$ cat src/rtl/mem_arbiter_if.sv
// Bundle of the icache, dcache and main-memory signals shared by mem_arbiter.
// The slave modport is the arbiter's view; master is the caches/memory side.
interface mem_arbiter_if #(
  parameter int ADDR_LEN = 32,
  parameter int LINE_W   = 128
);
  logic                ic_req_valid;
  logic [ADDR_LEN-1:0] ic_req_addr;
  logic                ic_grant;
  logic                ic_resp_valid;
  logic [LINE_W-1:0]   ic_resp_data;

  logic                dc_req_valid;
  logic                dc_req_rw;
  logic [ADDR_LEN-1:0] dc_req_addr;
  logic [LINE_W-1:0]   dc_req_data;
  logic                dc_grant;
  logic                dc_resp_valid;
  logic [LINE_W-1:0]   dc_resp_data;

  logic                mem_req_valid;
  logic                mem_req_rw;
  logic [ADDR_LEN-1:0] mem_req_addr;
  logic [LINE_W-1:0]   mem_req_data;
  logic                mem_resp_valid;
  logic [LINE_W-1:0]   mem_resp_data;

  modport slave (
    input  ic_req_valid, ic_req_addr,
    input  dc_req_valid, dc_req_rw, dc_req_addr, dc_req_data,
    input  mem_resp_valid, mem_resp_data,
    output ic_grant, ic_resp_valid, ic_resp_data,
    output dc_grant, dc_resp_valid, dc_resp_data,
    output mem_req_valid, mem_req_rw, mem_req_addr, mem_req_data
  );

  modport master (
    output ic_req_valid, ic_req_addr,
    output dc_req_valid, dc_req_rw, dc_req_addr, dc_req_data,
    output mem_resp_valid, mem_resp_data,
    input  ic_grant, ic_resp_valid, ic_resp_data,
    input  dc_grant, dc_resp_valid, dc_resp_data,
    input  mem_req_valid, mem_req_rw, mem_req_addr, mem_req_data
  );
endinterface

$ cat src/rtl/mem_arbiter.sv
// Round-robin arbiter sharing one main-memory port between icache and dcache,
// one transaction at a time, with responses steered back to the current owner.
module mem_arbiter #(
  parameter int ADDR_LEN = 32,
  parameter int LINE_W   = 128
) (
  input logic          clk,
  input logic          reset,
  mem_arbiter_if.slave bus
);
  localparam logic [1:0] IDLE   = 2'd0;
  localparam logic [1:0] BUSY_I = 2'd1;
  localparam logic [1:0] BUSY_D = 2'd2;
  localparam logic       SRV_I  = 1'b0;
  localparam logic       SRV_D  = 1'b1;

  logic [1:0]          r_state;
  logic                r_lastSrv;
  logic                r_icGrant;
  logic                r_dcGrant;
  logic                r_memReqValid;
  logic                r_memReqRw;
  logic [ADDR_LEN-1:0] r_memReqAddr;
  logic [LINE_W-1:0]   r_memReqData;

  logic w_pickD;
  logic w_pickI;
  logic w_icResp;
  logic w_dcResp;

  // On a tie the port that was not served last wins; a lone requester always wins.
  assign w_pickD  = bus.dc_req_valid && (!bus.ic_req_valid || (r_lastSrv == SRV_I));
  assign w_pickI  = bus.ic_req_valid && !w_pickD;
  assign w_icResp = (r_state == BUSY_I) && bus.mem_resp_valid;
  assign w_dcResp = (r_state == BUSY_D) && bus.mem_resp_valid;

  always_ff @(posedge clk) begin
    if (reset) begin
      r_state       <= IDLE;
      r_lastSrv     <= SRV_I;
      r_icGrant     <= 1'b0;
      r_dcGrant     <= 1'b0;
      r_memReqValid <= 1'b0;
      r_memReqRw    <= 1'b0;
      r_memReqAddr  <= '0;
      r_memReqData  <= '0;
    end else begin
      case (r_state)
        IDLE: begin
          if (w_pickD) begin
            r_state       <= BUSY_D;
            r_dcGrant     <= 1'b1;
            r_memReqValid <= 1'b1;
            r_memReqRw    <= bus.dc_req_rw;
            r_memReqAddr  <= bus.dc_req_addr;
            r_memReqData  <= bus.dc_req_data;
          end else if (w_pickI) begin
            r_state       <= BUSY_I;
            r_icGrant     <= 1'b1;
            r_memReqValid <= 1'b1;
            r_memReqRw    <= 1'b0;
            r_memReqAddr  <= bus.ic_req_addr;
            r_memReqData  <= '0;
          end
        end
        // Completion always passes through IDLE, giving the one-cycle turnaround.
        BUSY_I: begin
          if (bus.mem_resp_valid) begin
            r_state       <= IDLE;
            r_icGrant     <= 1'b0;
            r_memReqValid <= 1'b0;
            r_lastSrv     <= SRV_I;
          end
        end
        BUSY_D: begin
          if (bus.mem_resp_valid) begin
            r_state       <= IDLE;
            r_dcGrant     <= 1'b0;
            r_memReqValid <= 1'b0;
            r_lastSrv     <= SRV_D;
          end
        end
        default: begin
          r_state       <= IDLE;
          r_icGrant     <= 1'b0;
          r_dcGrant     <= 1'b0;
          r_memReqValid <= 1'b0;
        end
      endcase
    end
  end

  assign bus.ic_grant      = r_icGrant;
  assign bus.dc_grant      = r_dcGrant;
  assign bus.mem_req_valid = r_memReqValid;
  assign bus.mem_req_rw    = r_memReqRw;
  assign bus.mem_req_addr  = r_memReqAddr;
  assign bus.mem_req_data  = r_memReqData;

  // Response data is forced to zero unless it belongs to the current owner.
  assign bus.ic_resp_valid = w_icResp;
  assign bus.ic_resp_data  = w_icResp ? bus.mem_resp_data : '0;
  assign bus.dc_resp_valid = w_dcResp;
  assign bus.dc_resp_data  = w_dcResp ? bus.mem_resp_data : '0;
endmodule
$ cat src/flat_wrapper.sv
// flat-port wrapper written by rule: the top's interface ports become plain ports
module mem_arbiter_flat 
#(
  parameter int ADDR_LEN = 32,
  parameter int LINE_W   = 128
)
  (clk, reset, bus_ic_req_valid, bus_ic_req_addr, bus_dc_req_valid, bus_dc_req_rw, bus_dc_req_addr, bus_dc_req_data, bus_mem_resp_valid, bus_mem_resp_data, bus_ic_grant, bus_ic_resp_valid, bus_ic_resp_data, bus_dc_grant, bus_dc_resp_valid, bus_dc_resp_data, bus_mem_req_valid, bus_mem_req_rw, bus_mem_req_addr, bus_mem_req_data);
  mem_arbiter_if #(.ADDR_LEN(ADDR_LEN), .LINE_W(LINE_W)) bus_i ();
  input logic clk;
  input logic reset;
  input wire logic [$bits(bus_i.ic_req_valid)-1:0] bus_ic_req_valid;
  input wire logic [$bits(bus_i.ic_req_addr)-1:0] bus_ic_req_addr;
  input wire logic [$bits(bus_i.dc_req_valid)-1:0] bus_dc_req_valid;
  input wire logic [$bits(bus_i.dc_req_rw)-1:0] bus_dc_req_rw;
  input wire logic [$bits(bus_i.dc_req_addr)-1:0] bus_dc_req_addr;
  input wire logic [$bits(bus_i.dc_req_data)-1:0] bus_dc_req_data;
  input wire logic [$bits(bus_i.mem_resp_valid)-1:0] bus_mem_resp_valid;
  input wire logic [$bits(bus_i.mem_resp_data)-1:0] bus_mem_resp_data;
  output wire logic [$bits(bus_i.ic_grant)-1:0] bus_ic_grant;
  output wire logic [$bits(bus_i.ic_resp_valid)-1:0] bus_ic_resp_valid;
  output wire logic [$bits(bus_i.ic_resp_data)-1:0] bus_ic_resp_data;
  output wire logic [$bits(bus_i.dc_grant)-1:0] bus_dc_grant;
  output wire logic [$bits(bus_i.dc_resp_valid)-1:0] bus_dc_resp_valid;
  output wire logic [$bits(bus_i.dc_resp_data)-1:0] bus_dc_resp_data;
  output wire logic [$bits(bus_i.mem_req_valid)-1:0] bus_mem_req_valid;
  output wire logic [$bits(bus_i.mem_req_rw)-1:0] bus_mem_req_rw;
  output wire logic [$bits(bus_i.mem_req_addr)-1:0] bus_mem_req_addr;
  output wire logic [$bits(bus_i.mem_req_data)-1:0] bus_mem_req_data;
  assign bus_i.ic_req_valid = bus_ic_req_valid;
  assign bus_i.ic_req_addr = bus_ic_req_addr;
  assign bus_i.dc_req_valid = bus_dc_req_valid;
  assign bus_i.dc_req_rw = bus_dc_req_rw;
  assign bus_i.dc_req_addr = bus_dc_req_addr;
  assign bus_i.dc_req_data = bus_dc_req_data;
  assign bus_i.mem_resp_valid = bus_mem_resp_valid;
  assign bus_i.mem_resp_data = bus_mem_resp_data;
  assign bus_ic_grant = bus_i.ic_grant;
  assign bus_ic_resp_valid = bus_i.ic_resp_valid;
  assign bus_ic_resp_data = bus_i.ic_resp_data;
  assign bus_dc_grant = bus_i.dc_grant;
  assign bus_dc_resp_valid = bus_i.dc_resp_valid;
  assign bus_dc_resp_data = bus_i.dc_resp_data;
  assign bus_mem_req_valid = bus_i.mem_req_valid;
  assign bus_mem_req_rw = bus_i.mem_req_rw;
  assign bus_mem_req_addr = bus_i.mem_req_addr;
  assign bus_mem_req_data = bus_i.mem_req_data;
  mem_arbiter #(.ADDR_LEN(ADDR_LEN), .LINE_W(LINE_W)) u_core (.clk(clk), .reset(reset), .bus(bus_i));
endmodule
$ cat config.mk
export PLATFORM = sky130hd
export DESIGN_NAME = mem_arbiter_flat
export DESIGN_NICKNAME = d
export VERILOG_FILES = /design/src/rtl/mem_arbiter_if.sv /design/src/rtl/mem_arbiter.sv /design/src/flat_wrapper.sv
export SDC_FILE = /design/constraint.sdc
export NUM_CORES = 1
export LEC_CHECK = 0
export CORE_AREA = 3 3 293 295
export CTS_CLUSTER_SIZE = 12
export DETAILED_ROUTE_END_ITERATION = 8
export DIE_AREA = 0 0 296 298
export PLACE_DENSITY = 0.4
export SLEW_MARGIN = 20
export SYNTH_ARGS = -nofsm -noshare
export SYNTH_HDL_FRONTEND = slang
export SYNTH_SLANG_ARGS = --single-unit
$ cat constraint.sdc
create_clock -name clk -period 1.8 [get_ports clk]
set_input_delay 0.45 -clock clk [delete_from_list [all_inputs] [get_ports clk]]
set_output_delay 0.45 -clock clk [all_outputs]
set_load 0.05 [all_outputs]
# --- After elaboration in Yosys (flattened, before gate mapping) ---
# Cells that the tools add are included.
totals:
  regBits: 167
  input_bits: 326
  output_inout_bits: 422
  word_cells: 58
op_classes:
  n_eq_ne: 9
  n_mux: 22
  bitwise_logic: 3
  n_reduce_logical: 16
op_table:
  columns: ["op", "count"]
  rows:
  - ["128-bit 2-to-1 mux", 4]
  - ["32-bit 2-to-1 mux", 2]
  - ["1-bit 2-to-1 mux", 8]
  - ["2-bit 2-to-1 mux", 3]
  - ["2-bit by 1-bit inequality test with 1-bit output, second input constant", 3]
  - ["2-bit inequality test, second input constant", 3]
  - ["1-bit one-hot mux with 3 select lines", 2]
  - ["3-bit AND reduction", 2]
  - ["1-bit logical AND", 4]
  - ["1-bit one-hot mux with 2 select lines", 2]
  - ["2-bit one-hot mux with 2 select lines", 1]
  - ["2-bit AND reduction", 2]
  - ["4-bit AND reduction", 1]
  - ["2-bit nonzero test", 2]
  - ["3-bit by 1-bit inequality test with 1-bit output, second input constant", 1]
  - ["1-bit inverter", 3]
  - ["2-bit by 1-bit equality test with 1-bit output, second input constant", 1]
  - ["2-bit equality test, second input constant", 1]
  - ["1-bit logical NOT", 2]
  - ["2-bit logical NOT", 1]
  - ["2-bit OR reduction", 1]
  - ["1-bit logical OR", 1]

# --- Depth between registers and ports, before layout ---
logic_depth:
  ltp_word: 8
  ltp_mapped: 7
  mapped_depth_nobuf: 5

# --- Worst setup path before layout ---
# Ideal clock, no wire load.
synth_timing:
  kind: "reg2out"
  from: "register u_core.r_state[1]"
  to: "output port bus_ic_resp_data[127]"
  t_arrival_ns: 1.586
  required_time_ns: 1.350
  path_slack_ns: -0.236
  stages_incl_launch_ff: 6
  path_buffers: 2
  cell_sequence: "dfxtp_1 > inv_1 > ha_1 > clkbuf_1 > clkbuf_1 > and3_1"
synth_between:
  elab_chain_len: 3
synth_lines:
  columns: ["item", "line", "rtl"]
  rows:
  - ["start, declared", "mem_arbiter.sv:17", "logic [1:0] r_state;"]
  - ["start signal, assigned", "mem_arbiter.sv:39", "r_state <= IDLE;"]
  - ["start signal, assigned", "mem_arbiter.sv:51", "r_state <= BUSY_D;"]
  - ["start signal, assigned", "mem_arbiter.sv:58", "r_state <= BUSY_I;"]
  - ["2-bit by 1-bit equality test with 1-bit output", "mem_arbiter.sv:34", "assign w_icResp = (r_state == BUSY_I) && bus.mem_resp_valid;"]
  - ["1-bit logical AND", "mem_arbiter.sv:34", null]
  - ["128-bit 2-to-1 mux", "mem_arbiter.sv:102", "assign bus.ic_resp_data = w_icResp ? bus.mem_resp_data : '0;"]
  - ["end, declared", "flat_wrapper.sv:21", "output wire logic [$bits(bus_i.ic_resp_data)-1:0] bus_ic_resp_data;"]
# No other way between the ends.

# --- Worst setup path after layout ---
layout_timing:
  from: "register u_core.r_state[0]"
  to: "output port bus_ic_resp_data[65]"
# The elaborated chain is that of the path after synthesis.

==> metrics.csv <==
stage,metric,value,unit
yosys,yosys warns,0,
yosys,Yosys top cell by area,dfxtp_1,
yosys,Mapped Cells,818,
grt,vias in the first global route,10620,
power,internal power,8.769,mW
power,Flop pwr share,29.7,%
power,Pleak,8.464,nW
sta,Hold Slack,0.3542,ns
yosys,"Top FF cell, synth",dfxtp_1,
flow_run,maxcap violations,0,
yosys,Mapped Nets,1147,
power,switch share,39.40,%
sta,final worst setup slack,-0.4706,ns
drt,remaining antenna violation count after routing,0,
floorplan,row cnt,106,
placement,Port Buf Inserts,747,
grt,met1 usage in global routing,15.38,%
run_status,violated checks,negative setup slack,
run_status,outcome,"complete, but fails checks",
floorplan,initial core utilization,8.884,%
drt,WL final,67.84,mm
cts,H-tree depth,4,
sta,f_max,440.4,MHz
worst_setup_path,data arrival time of the critical path,1.82,ns
cts,Hold Buf Count CTS,0,
cells_and_area,fin cells,2673,
worst_setup_path,Critical-path top delay cell,dfxtp_2,
drt,Initial DRC Count,335,
floorplan,die area,0.08821,mm^2
placement,GP Congestion,0.8822,
grt,total grt overflow,0,
grt,met3 Track Usage GR,6.955,%
worst_setup_path,family with the most delay on the worst path,buffers and inverters,
worst_setup_path,startpoint types,register,
yosys,synthesized area,0.007411,mm^2
grt,GR Util All Layers,14.51,%
yosys,register bit total from synthesis,167,
worst_setup_path,critical path data required time,1.35,ns
yosys,number of flops mapped to enable cells by yosys,0,
yosys,post-synth cell types,28,
cells_and_area,final net count,1896,
power,cell area power density,684.0,mW/mm^2
drt,wire length per cell,25.38,um
yosys,"top cells by area, synth","dfxtp_1 (45%), and3_1 (22%), a22o_1 (15%)",
power,combinational share of power,45.7,%
cells_and_area,synthesis-to-layout area growth,185.5,%
grt,pin count of the biggest net entering global routing,61,
grt,first-pass GRT wire length,88.57,mm
yosys,syn avg cell area,9.060,um^2
cts,CTS sink cnt,167,
yosys,post-synthesis sequential area ratio,45.11,%
drt,vias per cell,3.736,
grt,gr busiest metal,met2,
cts,CTS tree,done,
drt,drt first pass iters,4,
sta,Max-slew headroom,75.53,%
yosys,"Async S/R FF share, synth",0,%
cts,clk slew on worst S/H paths,0.08,ns
sta,Tightest Pin Transition,0.3670,ns
yosys,"top cells by count, synth","and3_1 (256), dfxtp_1 (167), a22o_1 (129), clkbuf_1 (76), nand2_1 (65)",
floorplan,die height,298,um
worst_setup_path,Worst Path Max Fanout,18,
drt,drt drc,0,
yosys,"count leader, synth",and3_1,
worst_setup_path,most frequent CP cell,buf_12,
cts,CTS max path bufs,2,
power,Psw,5.702,mW
placement,cell count after placement,2594,
drt,vias,9985,
power,clock share of power,24.6,%
sta,RSZ-0062 raised after global routing,yes,
worst_hold_path,Hold Path Class,in2reg,
worst_setup_path,WS Path Type,reg2out,
sta,final hold viol count,0,
placement,post-DP HPWL,53.27,mm
sta,Clock Skew,0.01505,ns
worst_setup_path,CP endpoint kind,output port,
power,"IR drop worst, VDD",0.7066,mV
grt,antenna violations before repair,38,
floorplan,Die Width,296,um
floorplan,IO Count,748,
yosys,Synth top area share,45.11,%
sta,ratio of final minimum period to clock period,126.1,%
sta,Slew Limit Fails,0,
floorplan,core footprint,0.08342,mm^2
sta,Final Critical Period,2.271,ns
cells_and_area,share of layout cells above drive strength 1,51.27,%
cts,cts bufs inserted,17,
cts,root buf cell,clkbuf_16,
sta,"Setup violations, final",258,
grt,met2 GRT Util,24.90,%
worst_setup_path,crit path cell chain,buf_4 > ha_4 > buf_12 > buf_12 > and3_2 > buf_12,
cts,Clock Latency Late Sink,0.47,ns
worst_setup_path,CP max stage delay,0.33,ns
worst_setup_path,Critical path buffers and inverters,4,
layout make-up:
cell class	instances	area, um^2
sequential	167	3346
fill	8758	62260
antenna	13	32.53
clock buffer	20	436.7
multi-input combinational	542	4731
tap	1080	1351
timing repair buffer	833	11140
inverter	6	22.52
clock inverter	12	97.59
registers in the layout, indices dropped and copies added, names as in the netlist:
register / flops
u_core.bus.mem_req_valid: 1
u_core.r_lastSrv: 1
u_core.bus.mem_req_addr: 32
u_core.bus.mem_req_data: 128
u_core.bus.mem_req_rw: 1
u_core.r_state: 2
u_core.bus.ic_grant: 1
u_core.bus.dc_grant: 1
layer usage:
metal / up-vias / wire [um] / part of all wire, %
li1: 4565 / - / -
met1: 4767 / 25070 / 37
met2: 540 / 33620 / 50
met3: 95 / 7296 / 11
met4: 18 / 1732 / 2.6
met5: - / 116 / 0.17
logic make-up after synthesis:
family	after synthesis	synth area share, %
AND/OR/NAND/NOR	366	27.71
AO/OA/AOI/OAI	173	20.26
adder cells (fa/ha/maj)	3	0.5066
buffers and inverters	109	6.416
flip-flops	167	45.11
power groups by stage:
stage	sequential, mW	combinational [mW]	clock [mW]
after floorplan	5.51	1.83	0
after global placement	4.39	6.05	0
after detailed placement	4.39	6.05	0
after CTS	4.30	6.47	3.83
after global routing	4.34	6.90	3.93
final	4.30	6.61	3.56
final timing paths:
| kind | cells after the start | slack, ns | to | start |
|---|---|---|---|---|
| hold / removal | 2 | 0.35 | u_core.r_lastSrv$_SDFFE_PP0P_ | reset |
| setup / recovery | 6 | -0.47 | bus_ic_resp_data[65] | u_core.r_state[0]$_SDFFE_PP0P_ |
| hold reg to reg | 1 | 0.47 | u_core.bus.mem_req_data[91]$_SDFFE_PP0P_ | u_core.bus.mem_req_data[91]$_SDFFE_PP0P_ |
| setup reg to reg | 8 | 0.02 | u_core.bus.mem_req_data[6]$_SDFFE_PP0P_ | u_core.r_state[1]$_SDFFE_PP0P_ |
cell usage in the layout, fill, tap and decap left out, types with 2 or more instances in the layout:
cell type / netlist / routed
clkdlybuf4s50_1: 0 / 323
buf_12: 0 / 296
and3_4: 0 / 201
buf_4: 11 / 183
dfxtp_1: 167 / 165
a22o_1: 129 / 129
nand2_1: 65 / 64
and3_2: 0 / 55
nor2_1: 35 / 34
a311oi_1: 32 / 32
clkbuf_16: 0 / 24
diode_2: 0 / 13
buf_16: 0 / 9
buf_6: 2 / 8
buf_8: 0 / 6
nand2b_1: 4 / 4
clkinvlp_4: 0 / 4
inv_2: 0 / 3
inv_1: 6 / 3
clkinv_4: 0 / 3
clkbuf_1: 76 / 3
a21oi_1: 2 / 2
a211oi_1: 2 / 2
nor3_1: 2 / 2
ha_4: 0 / 2
clkinv_2: 0 / 2
inv_8: 0 / 2
dfxtp_2: 0 / 2
stage by stage:
stage          worst slack [ns]  setup TNS [ns]  utilization, %  power, mW  cell area (um^2)
2_1_floorplan          -0.04413          -4.031               -      7.342              7988
3_3_place_gp            -0.3829          -70.45           23.17      10.44             19330
3_5_place_dp            -0.4308          -75.18           23.17      10.44             19330
4_1_cts                 -0.5455         -130.12           24.80      14.61             20690
5_1_grt                 -0.5591         -135.05           25.35      15.17             21150
6_report                -0.4706         -105.47           25.36      14.47             21160
what timing repair did:
item,in CTS,in global routing
endpoints found under the setup margin,271,348
pin swaps,9,11
resized for setup,108,62
gates cloned,10,10
setup buffers,12,6
Power figures use the tool's default switching activity.
